--- src/rtl/pc_sequencer_pkg.sv ---
// Shared definitions for the program-counter sequencer: next-PC select
// codes and a constant-evaluable ceiling-log2 helper.
package pc_defs;

  localparam logic [2:0] SEL_HOLD   = 3'd0;
  localparam logic [2:0] SEL_RET    = 3'd1;
  localparam logic [2:0] SEL_CALL   = 3'd2;
  localparam logic [2:0] SEL_JUMP   = 3'd3;
  localparam logic [2:0] SEL_BRANCH = 3'd4;
  localparam logic [2:0] SEL_SEQ    = 3'd5;

  // Bounded loop so it stays elaboration-friendly; valid for n up to 2^30.
  function automatic int clog2(input int n);
    int r;
    r = 0;
    for (int i = 0; i < 31; i++) begin
      if ((1 << i) < n) r = i + 1;
    end
    return r;
  endfunction

endpackage

--- src/rtl/pc_sequencer_ras.sv ---
// Return-address stack: circular buffer whose oldest entry is silently
// overwritten when pushing into a full stack.
module pc_ras
  import pc_defs::*;
#(
  parameter int WIDTH     = 32,
  parameter int RAS_DEPTH = 4,
  localparam int PTR_W    = clog2(RAS_DEPTH),
  localparam int CNT_W    = clog2(RAS_DEPTH + 1)
) (
  input  logic             clk,
  input  logic             reset,
  input  logic             push,
  input  logic             pop,
  input  logic [WIDTH-1:0] push_data,
  output logic [WIDTH-1:0] top_data,
  output logic [CNT_W-1:0] count,
  output logic             empty,
  output logic             full
);

  logic [WIDTH-1:0] mem_reg [RAS_DEPTH];
  logic [PTR_W-1:0] top_reg;
  logic [PTR_W-1:0] top_inc;
  logic [PTR_W-1:0] top_dec;
  logic [CNT_W-1:0] count_reg;
  logic             do_pop;
  logic             do_push;

  // Explicit wrap so non-power-of-two depths work.
  assign top_inc = (top_reg == PTR_W'(RAS_DEPTH - 1)) ? '0 : top_reg + 1'b1;
  assign top_dec = (top_reg == '0) ? PTR_W'(RAS_DEPTH - 1) : top_reg - 1'b1;

  assign empty    = (count_reg == '0);
  assign full     = (count_reg == CNT_W'(RAS_DEPTH));
  assign count    = count_reg;
  assign top_data = mem_reg[top_dec];

  assign do_pop  = pop && !empty;
  assign do_push = push && !pop;

  always_ff @(posedge clk) begin
    if (reset) begin
      top_reg   <= '0;
      count_reg <= '0;
    end else if (do_pop) begin
      top_reg   <= top_dec;
      count_reg <= count_reg - 1'b1;
    end else if (do_push) begin
      top_reg <= top_inc;
      if (!full) count_reg <= count_reg + 1'b1;
    end
  end

  // Entry contents need no reset; kept separate from the pointer logic.
  always_ff @(posedge clk) begin
    if (!reset && do_push) mem_reg[top_reg] <= push_data;
  end

endmodule

--- src/rtl/pc_sequencer.sv ---
// Program-counter sequencer: PC register, priority next-PC select and
// return-address stack for call/return.
module pc_sequencer
  import pc_defs::*;
#(
  parameter int               WIDTH     = 32,
  parameter int               STEP      = 1,
  parameter int               OFF_WIDTH = 16,
  parameter int               RAS_DEPTH = 4,
  parameter logic [WIDTH-1:0] RESET_VEC = '0
) (
  input  logic                               clk,
  input  logic                               reset,
  input  logic                               stall,
  input  logic                               branch_en,
  input  logic [OFF_WIDTH-1:0]               branch_off,
  input  logic                               jump_en,
  input  logic                               call_en,
  input  logic                               ret_en,
  input  logic [WIDTH-1:0]                   jump_addr,
  output logic [WIDTH-1:0]                   pc_out,
  output logic [WIDTH-1:0]                   pc_seq,
  output logic [clog2(RAS_DEPTH + 1)-1:0]    ras_count,
  output logic                               ras_empty,
  output logic                               ras_full,
  output logic                               ras_ovf,
  output logic                               ras_unf
);

  logic [WIDTH-1:0] pc_reg;
  logic [WIDTH-1:0] pc_next;
  logic [WIDTH-1:0] off_ext;
  logic [WIDTH-1:0] ras_top;
  logic [2:0]       sel;
  logic             ras_ovf_reg;
  logic             ras_unf_reg;

  assign pc_seq  = pc_reg + WIDTH'(STEP);
  assign off_ext = {{(WIDTH - OFF_WIDTH){branch_off[OFF_WIDTH-1]}}, branch_off};

  always_comb begin
    sel = SEL_SEQ;
    if (stall)          sel = SEL_HOLD;
    else if (ret_en)    sel = SEL_RET;
    else if (call_en)   sel = SEL_CALL;
    else if (jump_en)   sel = SEL_JUMP;
    else if (branch_en) sel = SEL_BRANCH;
  end

  always_comb begin
    pc_next = pc_seq;
    case (sel)
      SEL_HOLD:   pc_next = pc_reg;
      SEL_RET:    pc_next = ras_empty ? pc_seq : ras_top;
      SEL_CALL,
      SEL_JUMP:   pc_next = jump_addr;
      SEL_BRANCH: pc_next = pc_reg + off_ext;
      default:    pc_next = pc_seq;
    endcase
  end

  always_ff @(posedge clk) begin
    if (reset) begin
      pc_reg      <= RESET_VEC;
      ras_ovf_reg <= 1'b0;
      ras_unf_reg <= 1'b0;
    end else begin
      pc_reg      <= pc_next;
      ras_ovf_reg <= (sel == SEL_CALL) && ras_full;
      ras_unf_reg <= (sel == SEL_RET) && ras_empty;
    end
  end

  pc_ras #(
    .WIDTH     (WIDTH),
    .RAS_DEPTH (RAS_DEPTH)
  ) u_ras (
    .clk       (clk),
    .reset     (reset),
    .push      (sel == SEL_CALL),
    .pop       (sel == SEL_RET),
    .push_data (pc_seq),
    .top_data  (ras_top),
    .count     (ras_count),
    .empty     (ras_empty),
    .full      (ras_full)
  );

  assign pc_out  = pc_reg;
  assign ras_ovf = ras_ovf_reg;
  assign ras_unf = ras_unf_reg;

endmodule
--- config.mk ---
export PLATFORM = sky130hd
export DESIGN_NAME = pc_sequencer
export DESIGN_NICKNAME = d
export VERILOG_FILES = /design/src/rtl/pc_sequencer_pkg.sv /design/src/rtl/pc_sequencer_ras.sv /design/src/rtl/pc_sequencer.sv
export SDC_FILE = /design/constraint.sdc
export NUM_CORES = 1
export LEC_CHECK = 0
export CAP_MARGIN = 10
export CORE_MARGIN = 8
export CORE_UTILIZATION = 55
export DETAILED_ROUTE_END_ITERATION = 16
export GPL_TIMING_DRIVEN = 0
export PLACE_DENSITY_LB_ADDON = 0.1
export SYNTH_ARGS = -nofsm -noshare
export SYNTH_HDL_FRONTEND = slang
export SYNTH_HIERARCHICAL = 1
export SYNTH_SLANG_ARGS = --single-unit
--- constraint.sdc ---
create_clock -name clk -period 8.65 [get_ports clk]
set_input_delay 2.595 -clock clk [delete_from_list [all_inputs] [get_ports clk]]
set_output_delay 2.595 -clock clk [all_outputs]
set_load 0.005 [all_outputs]
==> Word level (Yosys, flattened, before mapping) <==
Memories as Yosys holds them, arrays and structs flattened.
Index checks and enable logic that the tools add are counted.
{ "word_totals": {"inputBits": 55, "n_memories": 1, "output_inout_bits": 71, "elab_cells": 49, "reg_bits": 39, "mem_bits_rw": 128} }
{ "op_classes": {"reduce_logical": 14, "addsub": 6, "n_eq_ne": 7, "n_mux": 16} }
{ "memory_table": {"columns": ["name", "depth", "word_bits", "read_ports", "rd_clocked_by_memory_dff", "wr", "line_no", "rtl"], "rows": [
  ["u_ras.mem_reg", 4, 32, 1, 0, 1, "pc_sequencer_ras.sv:22", "logic [WIDTH-1:0] mem_reg [RAS_DEPTH];"]
]} }
{ "ops": {"columns": ["op", "count"], "rows": [
  ["32-bit one-hot mux with 4 select lines", 1],
  ["32-bit by 1-bit adder with 32-bit output (second input constant)", 1],
  ["32-bit adder", 1],
  ["32-bit 2-to-1 mux", 1],
  ["3-bit 2-to-1 mux", 7],
  ["2-bit 2-to-1 mux", 4],
  ["3-bit by 2-bit equality test with 1-bit output (second input constant)", 2],
  ["3-bit equality test (second input constant)", 2],
  ["3-bit logical NOT", 2],
  ["1-bit logical AND", 5],
  ["3-bit by 1-bit adder with 3-bit output (second input constant)", 1],
  ["3-bit by 1-bit equality test with 1-bit output (second input constant)", 1],
  ["1-bit logical NOT", 3],
  ["1-bit 2-to-1 mux", 3],
  ["3-bit by 1-bit subtractor with 3-bit output (second input constant)", 1],
  ["2-bit by 1-bit adder with 2-bit output (second input constant)", 1],
  ["2-bit equality test (second input constant)", 1],
  ["2-bit logical NOT", 1],
  ["2-bit by 1-bit inequality test with 1-bit output (second input constant)", 1],
  ["2-bit AND reduction", 1],
  ["2-bit nonzero test", 1],
  ["2-bit OR reduction", 1],
  ["2-bit by 1-bit subtractor with 2-bit output (second input constant)", 1]
]} }

==> Depth between registers and ports, before layout <==
Gate-level depths: netlist of the first run.
{ "depth": {"ltp_word": 11, "mapped_depth": 11} }

==> Cells and area by module <==
The synthesis of the first run kept the hierarchy.
{ "by_module_without_submodules": {"columns": ["mod", "seq_area_each_um2", "area_per_inst_um2", "instances", "cells_each"], "rows": [
  ["pc_ras", 3943.8, 5099.9, 1, 219],
  ["pc_sequencer", 680.7, 4289.1, 1, 586]
]} }

==> Worst setup path after synthesis of the first run <==
Ideal clock, no wire load.
{ "synth_path": {"path_type": "in2reg", "from": "input port branch_off[8]", "to": "register pc_reg[19], in the netlist pc_out[19]", "setup_slack_ns": 3.792, "required_ns": 8.523, "setup_ns": 0.127, "path_stages": 10, "path_buffers": 1, "t_arrival_ns": 4.731, "path_cell_list": "ha_1 > buf_6 > a21o_1 > a221o_1 > a32oi_2 > a21oi_1 > or3_1 > a31oi_1 > a32oi_1 > or3_1"} }
{ "synth_via": {"elab_chain_len": 2} }
{ "synth_lines": {"columns": ["item", "line_no", "rtl"], "rows": [
  ["start: declaration", "pc_sequencer.sv:16", "input logic [OFF_WIDTH-1:0] branch_off,"],
  ["32-bit adder", "pc_sequencer.sv:57", "SEL_BRANCH: pc_next = pc_reg + off_ext;"],
  ["32-bit one-hot mux with 4 select lines", "pc_sequencer.sv:52", "case (sel)"],
  ["end signal: assignment", "pc_sequencer.sv:68", "pc_reg <= pc_next;"],
  ["end: declaration", "pc_sequencer.sv:30", "logic [WIDTH-1:0] pc_reg;"]
]} }
No other way between the ends.
A chain may end at the register's enable or synchronous reset.

==> Final worst setup path of the first run <==
{ "layout_path": {"from": "register pc_reg[6], in the netlist pc_out[6]", "to": "output port pc_seq[30]"} }
{ "layout_via": {"elab_chain_len": 1} }
{ "layout_lines": {"columns": ["item", "line_no", "rtl"], "rows": [
  ["32-bit by 1-bit adder with 32-bit output", "pc_sequencer.sv:38", "assign pc_seq = pc_reg + WIDTH'(STEP);"],
  ["end: declaration", "pc_sequencer.sv:22", "output logic [WIDTH-1:0] pc_seq,"]
]} }
No other way between the ends.

==> results of run 1 <==
==> logic make-up (layout without fill, tap and decap cells) <==
logic type / after synthesis / after routing / share of synthesized area, %
and+or+nand+nor: 224 / 224 / 12.38
muxes: 37 / 37 / 8.316
AOI/OAI and AO/OA: 217 / 217 / 16.18
xor gates and xnor gates: 58 / 58 / 5.410
DFF: 167 / 167 / 49.25
buffers and inverters: 64 / 220 / 3.238
adders and majority gates: 38 / 38 / 5.224
==> layout make-up <==
| cell class | instances | area, um^2 |
|---|---|---|
| fillers | 1220 | 5167 |
| flip-flops and latches | 167 | 4624 |
| multi-input cells | 574 | 4466 |
| repair buffers | 124 | 1241 |
| clock buffers | 20 | 446.7 |
| well taps | 220 | 275.3 |
| plain buffers | 41 | 217.7 |
| clock inverters | 12 | 117.6 |
| inverters | 23 | 86.33 |
==> cell usage after synthesis, types with 3 or more instances <==
| cell | number |
|---|---|
| edfxtp_1 | 128 |
| a21oi_1 | 57 |
| nand2_1 | 52 |
| xnor2_1 | 40 |
| dfxtp_1 | 39 |
| ha_1 | 36 |
| nor2_1 | 36 |
| mux4_2 | 30 |
| clkbuf_1 | 29 |
| nand3_1 | 29 |
| a221oi_1 | 24 |
| nor3_1 | 24 |
| inv_1 | 22 |
| nor2b_1 | 22 |
| o21ai_0 | 22 |
| a221o_1 | 20 |
| xor2_1 | 18 |
| and3_1 | 17 |
| o21ai_1 | 16 |
| a21o_1 | 10 |
| a211oi_1 | 9 |
| a31oi_1 | 9 |
| o211ai_1 | 8 |
| nand2b_1 | 7 |
| a22oi_1 | 6 |
| and2_1 | 6 |
| and4_1 | 6 |
| nand4_1 | 6 |
| o21a_1 | 6 |
| buf_1 | 4 |
| o22ai_1 | 4 |
| a41oi_1 | 3 |
| buf_12 | 3 |
| buf_2 | 3 |
| mux2i_1 | 3 |
| nor4_1 | 3 |
| o2111ai_1 | 3 |
| o21bai_1 | 3 |
| or3_1 | 3 |
==> metrics by stage <==
step	cells	cell area [um^2]
3_3_place_gp	1149	10910
5_1_grt	1181	11470
6_report	1181	11470
4_1_cts	1181	11470
3_5_place_dp	1149	10910
2_1_floorplan	805	9389
==> where the power goes <==
group | internal (mW) | leakage [nW] | switching, mW | total (mW)
clock | 0.408 | 0.260 | 0.326 | 0.734
sequential | 0.884 | 1.50 | 0.0263 | 0.911
combinational | 0.183 | 2.18 | 0.223 | 0.405
total | 1.48 | 3.95 | 0.574 | 2.05
==> per-layer routing <==
metal  GRT usage, %  vias up
met3          5.346       60
met5              0        -
met1          34.19     3805
met4          9.737        0
met2          43.78      422
li1               -     3440
==> worst max-delay path by stage <==
stage / startpoint / to / slack [ns]
floorplan: branch_off[8] / pc_out[19] / 3.79
global placement: branch_off[15] / pc_out[31] / 2.55
detailed placement: branch_off[15] / pc_out[31] / 2.46
CTS: pc_out[6] / pc_seq[26] / 2.42
global route: pc_out[6] / pc_seq[30] / 2.18
finish: pc_out[6] / pc_seq[30] / 2.39
==> critical path, cell delays in order (launching register included) <==
cell and delay, ns:
dfxtp_1 0.52, and4_1 0.32, nand3_1 0.22, or2_1 0.27, clkbuf_1 0.24, nor2_1 0.35, nand3_1 0.28, xnor2_1 0.44
clkdlybuf4s50_1 0.59
==> results by group, run 1 <==
STA
  – Crit share post-route: around 72%
  – Final worst setup slack: about 2.4 ns
  – Final Hold Vio Count: 0
  – RSZ-0062 raised after global routing: false
  – Final min period: roughly 6.3 ns
  – Worst-Margin Slew: 0.9830 ns
  – Max Fclk: between 150 and 200 MHz
  – Post-Route Skew: approximately 0.012 ns
  – Final Slew Violations: 0
  – Slew HR: 33.96%
  – Hold_ws: 0.5783 ns
  – Setup Viol. Count Final: 0
  – Setup tns final: 0 ns

Setup path
  – CP required: about 6.1 ns
  – Reg2Reg Depth: 11
  – Setup CP Type: flop to output port
  – Worst EP arrival: 3.66 ns
  – Flop2flop setup slack: roughly 5.3 ns
  – Reg2reg end: pc_out[26]
  – Setup crit start kind: flop
  – Crit-path max FO: 8
  – CP Capture Type: output port
  – Reg2reg start: pc_out[0]

Synthesis
  – Syn_area_per_cell: approximately 12 um^2
  – Yosys warning count: 6
  – Post-synth top area cell: edfxtp_1
  – Register area share after synthesis: between 40 and 50%
  – Asr flop ratio synth: 0%
  – Cells after Synth: roughly 810
  – Post-Syn Area: between 9000 and 10,000 um^2
  – Yosys top cell area share: about 41%
  – Syn nets: roughly 900
  – Synth top area cells: edfxtp_1 (41%), dfxtp_1 (8.3%), mux4_2 (7.2%), ha_1 (4.8%), xnor2_1 (3.7%)
  – Synth cell types: 71
  – Number of flops mapped to enable cells by yosys: roughly 130
  – Seq cells post-synth: about 170
  – Synth Flop Type: edfxtp_1

Power
  – Total power: approximately 2.0 mW
  – Lkg Pwr: slightly below 4 nW
  – Maximum vdd drop: around 0.13 mV
  – Pwr Density: 178.6 nW/um^2

Routing
  – Final ANT Viol Nets: 0
  – Initial DRC count: 862
  – WL met1: 11,690 um
  – Wire per inst: approximately 24 um
  – Router iterations before antenna repair: 7
  – Top Metal Used: met4
  – Routed WL: 28,720 um
  – Vias per Instance: between 6 and 7
  – Met3 routed WL: between 2000 and 2500 um
  – Via count: just under 8,000
  – Metal2 WL: ~14,000 um
  – DRC: 0

Floorplan
  – Top Ports: around 130
  – Die height: roughly 150 um
  – Rows: 47
  – Die Area: approximately 22,000 um^2
  – Initial Utilization: between 50 and 60%
  – Die width: 146.7 um
  – Core ar.: ~17,000 um^2

Layout
  – Area delta synth->final: 22.22%
  – Largest register FFs: 128
  – Utilization after layout: just under 70%
  – Commonest non-fill, non-tap cells in the layout: edfxtp_1 (128), clkdlybuf4s50_1 (124), a21oi_1 (57)
  – Final Net Count: approximately 1,000
  – Leading cell type in the layout, fill and taps excluded: edfxtp_1
  – Antenna Cells: 0
  – Fraction of layout cells with a size suffix above 1: 8.637%

Job
  – Max-Cap Viols: 0

Min path
  – Hold Path End: pc_out[11]
  – Hold Crit Start: pc_out[11]
  – Tightest Hold Check Type: flop to flop
  – WHS Path Cells: 2

CTS
  – Num CTS Buffers: 17
  – CTS tree: built
  – # hold bufs at CTS: 0
  – Clk slew on worst S/H paths: approximately 0.070 ns
  – Postcts setup bufs: 0
  – Clock Sinks: between 150 and 200
  – Root buffer cell: clkbuf_16
  – Worst-Skew Late Latency: 0.43 ns
  – Max Root-Sink Buffers: 2
  – Post-cts gate resize count: 0
  – H-Tree Depth: 4

Placed design
  – Port Buf Inserts: ~120
  – HPWL after detailed placement: ~21,000 um
  – GPL Wtd Cong: slightly below 1
  – Pre-CTS WS: 2.462 ns

Global routing
  – Total GRT Usage: about a quarter
  – Vias in the first global route: slightly below 8,000
  – First-pass GRT wire length: roughly 44,000 um
  – Aggregate global routing overflow: 0
  – Initial antenna violation count: 0
  – Largest net degree at the start of global routing: 33

Run status
  – Status: complete, no violations
No activity file was read; power rests on OpenSTA's default activity.
==> run 2: changes to the inputs <==
Settings changed: CORE_UTILIZATION 55 to 50.
Clock period 8.65 ns to 5.15 ns, I/O delays scaled along.
==> run 2 against run 1 <==
  * Power is 71% higher
  * Sequential share of layout area is 0.37 points lower
  * Via count is 3.0% lower
  * Die area is 8.9% higher
  * Largest cell class unchanged
  * Count of clock-buffer cells in the layout is 2 lower
  * Worst hold slack worse by 0.0033 ns
  * Global-route usage is 2.9 points lower
==> results by group, run 2 (synthesized netlist as in run 1, its figures left out) <==
Run status
  – Status: complete, no violations (unchanged)

Routing
  – DRC: 0 (unchanged)
  – Wire per inst: 23.38 um (was 24.32 um)
  – Final ANT Viol Nets: 0 (unchanged)
  – Router iterations before antenna repair: 5 (was 7)
  – Vias per Instance: 6.266 (was 6.543)
  – Routed WL: 27,960 um (was 28,720 um)
  – Via count: 7,494 (was 7,727)
  – Initial DRC count: 663 (was 862)

Placed design
  – GPL Wtd Cong: 0.9155 (was 0.9692)
  – HPWL after detailed placement: 20,490 um (was 20,820 um)
  – Port Buf Inserts: 124 (unchanged)
  – Placed insts: 1,164 (was 1,149)

STA
  – Max Fclk: roughly 200 MHz
  – Post-Route Skew: 0.008841 ns (was 0.01236 ns)
  – RSZ-0062 raised after global routing: false (unchanged)
  – Crit share post-route: 96.79%
  – Slew HR: 37.58% (was 33.96%)
  – Final Slew Violations: 0 (unchanged)
  – Setup Viol. Count Final: 0 (unchanged)
  – Hold_ws: 0.5750 ns (was 0.5783 ns)
  – Worst-Margin Slew: 0.9363 ns (was 0.9830 ns)
  – Final min period: between 4 and 5 ns
  – Setup tns final: 0 ns (unchanged)
  – Final Hold Vio Count: 0 (unchanged)

Setup path
  – Flop2flop setup slack: 1.70 ns (was 5.30 ns)
  – Worst EP arrival: 3.44 ns (was 3.66 ns)
  – CP required: 3.61 ns (was 6.06 ns)
  – Crit-path max FO: 8 (unchanged)
  – Setup CP Type: flop to output port (unchanged)
  – CP Capture Type: output port (unchanged)
  – Reg2reg start: pc_out[0] (unchanged)
  – Setup crit start kind: flop (unchanged)
  – Reg2reg end: pc_out[28] (was pc_out[26])
  – Reg2Reg Depth: 11 (unchanged)

CTS
  – Max Root-Sink Buffers: 2 (unchanged)
  – Post-cts gate resize count: 1 (was 0)
  – Num CTS Buffers: 17 (unchanged)
  – Root buffer cell: clkbuf_16 (unchanged)
  – CTS tree: built (unchanged)
  – # hold bufs at CTS: 0 (unchanged)
  – Clock Sinks: 167 (unchanged)
  – H-Tree Depth: 4 (unchanged)
  – Postcts setup bufs: 0 (unchanged)
  – Worst-Skew Late Latency: 0.43 ns (about the same)
  – Clk slew on worst S/H paths: 0.07 ns (about the same)

Min path
  – Hold Path End: pc_out[4] (was pc_out[11])
  – Tightest Hold Check Type: flop to flop (unchanged)
  – WHS Path Cells: 2 (unchanged)
  – Hold Crit Start: pc_out[4] (was pc_out[11])

Floorplan
  – Die height: 153.0 um (was 146.7 um)
  – Die width: 153.0 um (was 146.7 um)
  – Die Area: 23,420 um^2 (was 21,510 um^2)
  – Top Ports: 126 (unchanged)
  – Initial Utilization: 50.53% (was 56.42%)
  – Rows: 50 (was 47)
  – Core ar.: 18,580 um^2 (was 16,640 um^2)

Layout
  – Commonest non-fill, non-tap cells in the layout: edfxtp_1 (128), clkdlybuf4s50_1 (124), a21oi_1 (57) (unchanged)
  – Non-filler cells, final: 1,196 (was 1,181)
  – Fraction of layout cells with a size suffix above 1: 9.667% (was 8.637%)
  – Final Net Count: 1,042 (was 1,041)
  – Area delta synth->final: 23.33% (was 22.22%)
  – Leading cell type in the layout, fill and taps excluded: edfxtp_1 (unchanged)
  – Largest register FFs: 128 (unchanged)
  – Antenna Cells: 0 (unchanged)

Job
  – Max-Cap Viols: 0 (unchanged)

Power
  – Total power: 3.509 mW (was 2.050 mW)
  – Lkg Pwr: 4.033 nW (was 3.947 nW)
  – Pwr Density: 303.0 nW/um^2 (was 178.6 nW/um^2)
  – Maximum vdd drop: 0.2661 mV (was 0.1313 mV)

Global routing
  – Total GRT Usage: 23.70% (was 26.63%)
  – Largest net degree at the start of global routing: 33 (unchanged)
  – First-pass GRT wire length: 42,670 um (was 44,350 um)
  – Aggregate global routing overflow: 0 (unchanged)
  – Vias in the first global route: 7,322 (was 7,760)
  – Initial antenna violation count: 0 (unchanged)
==> run 2: layout make-up <==
cell class / instances / area (um^2)
repair buffers: 125 / 1249
clock inverters: 14 / 162.7
plain buffers: 41 / 217.7
inverters: 23 / 86.33
flip-flops and latches: 167 / 4624
multi-input cells: 574 / 4518
fillers: 1490 / 7000
clock buffers: 18 / 429.2
well taps: 234 / 292.8
==> run 2: worst max-delay path by stage <==
| stage | from | to | slack (ns) | cells after the start |
|---|---|---|---|---|
| floorplan | branch_off[8] | pc_out[19] | 1.34 | 10 |
| global placement | branch_off[15] | pc_out[31] | 0.06 | 10 |
| detailed placement | branch_off[15] | pc_out[31] | 0.04 | 10 |
| CTS | pc_out[6] | pc_seq[24] | 0.005 | 8 |
| global route | pc_out[6] | pc_seq[30] | 0.01 | 8 |
| finish | pc_out[6] | pc_seq[30] | 0.17 | 8 |
==> run 2: power by group <==
group	total, mW	internal [mW]	leakage (nW)	switching [mW]
clock	1.30	0.730	0.289	0.565
combinational	0.684	0.310	2.24	0.373
sequential	1.53	1.49	1.50	0.0441
total	3.51	2.53	4.03	0.983
==> run 2: layer usage <==
metal / up-vias / GRT usage (%) / routed length (um) / part of all wire (%)
met3: 49 / 6.456 / 2497 / 8.9
met2: 351 / 37.99 / 13030 / 47
met1: 3640 / 30.73 / 11750 / 42
met5: - / 0 / 0 / 0
met4: 0 / 7.446 / 693 / 2.5
li1: 3454 / - / - / -
==> run 2: stage by stage <==
stage / utilization [%] / cell area (um^2) / setup WS [ns]
5_1_grt: 62.32 / 11580 / 0.01051
2_1_floorplan: - / 9389 / 1.342
3_5_place_dp: 58.86 / 10940 / 0.03954
6_report: 62.32 / 11580 / 0.1652
4_1_cts: 62.08 / 11530 / 0.005083
3_3_place_gp: 58.79 / 10920 / 0.05952
==> run 2: worst max-delay path, stage by stage, from the launching register on <==
cell and delay [ns]:
dfxtp_1 0.51, and4_1 0.31, nand3_1 0.22, or2_1 0.28, clkbuf_1 0.23, nor2_2 0.28, nand3_1 0.25, xnor2_2 0.36
clkdlybuf4s50_1 0.58
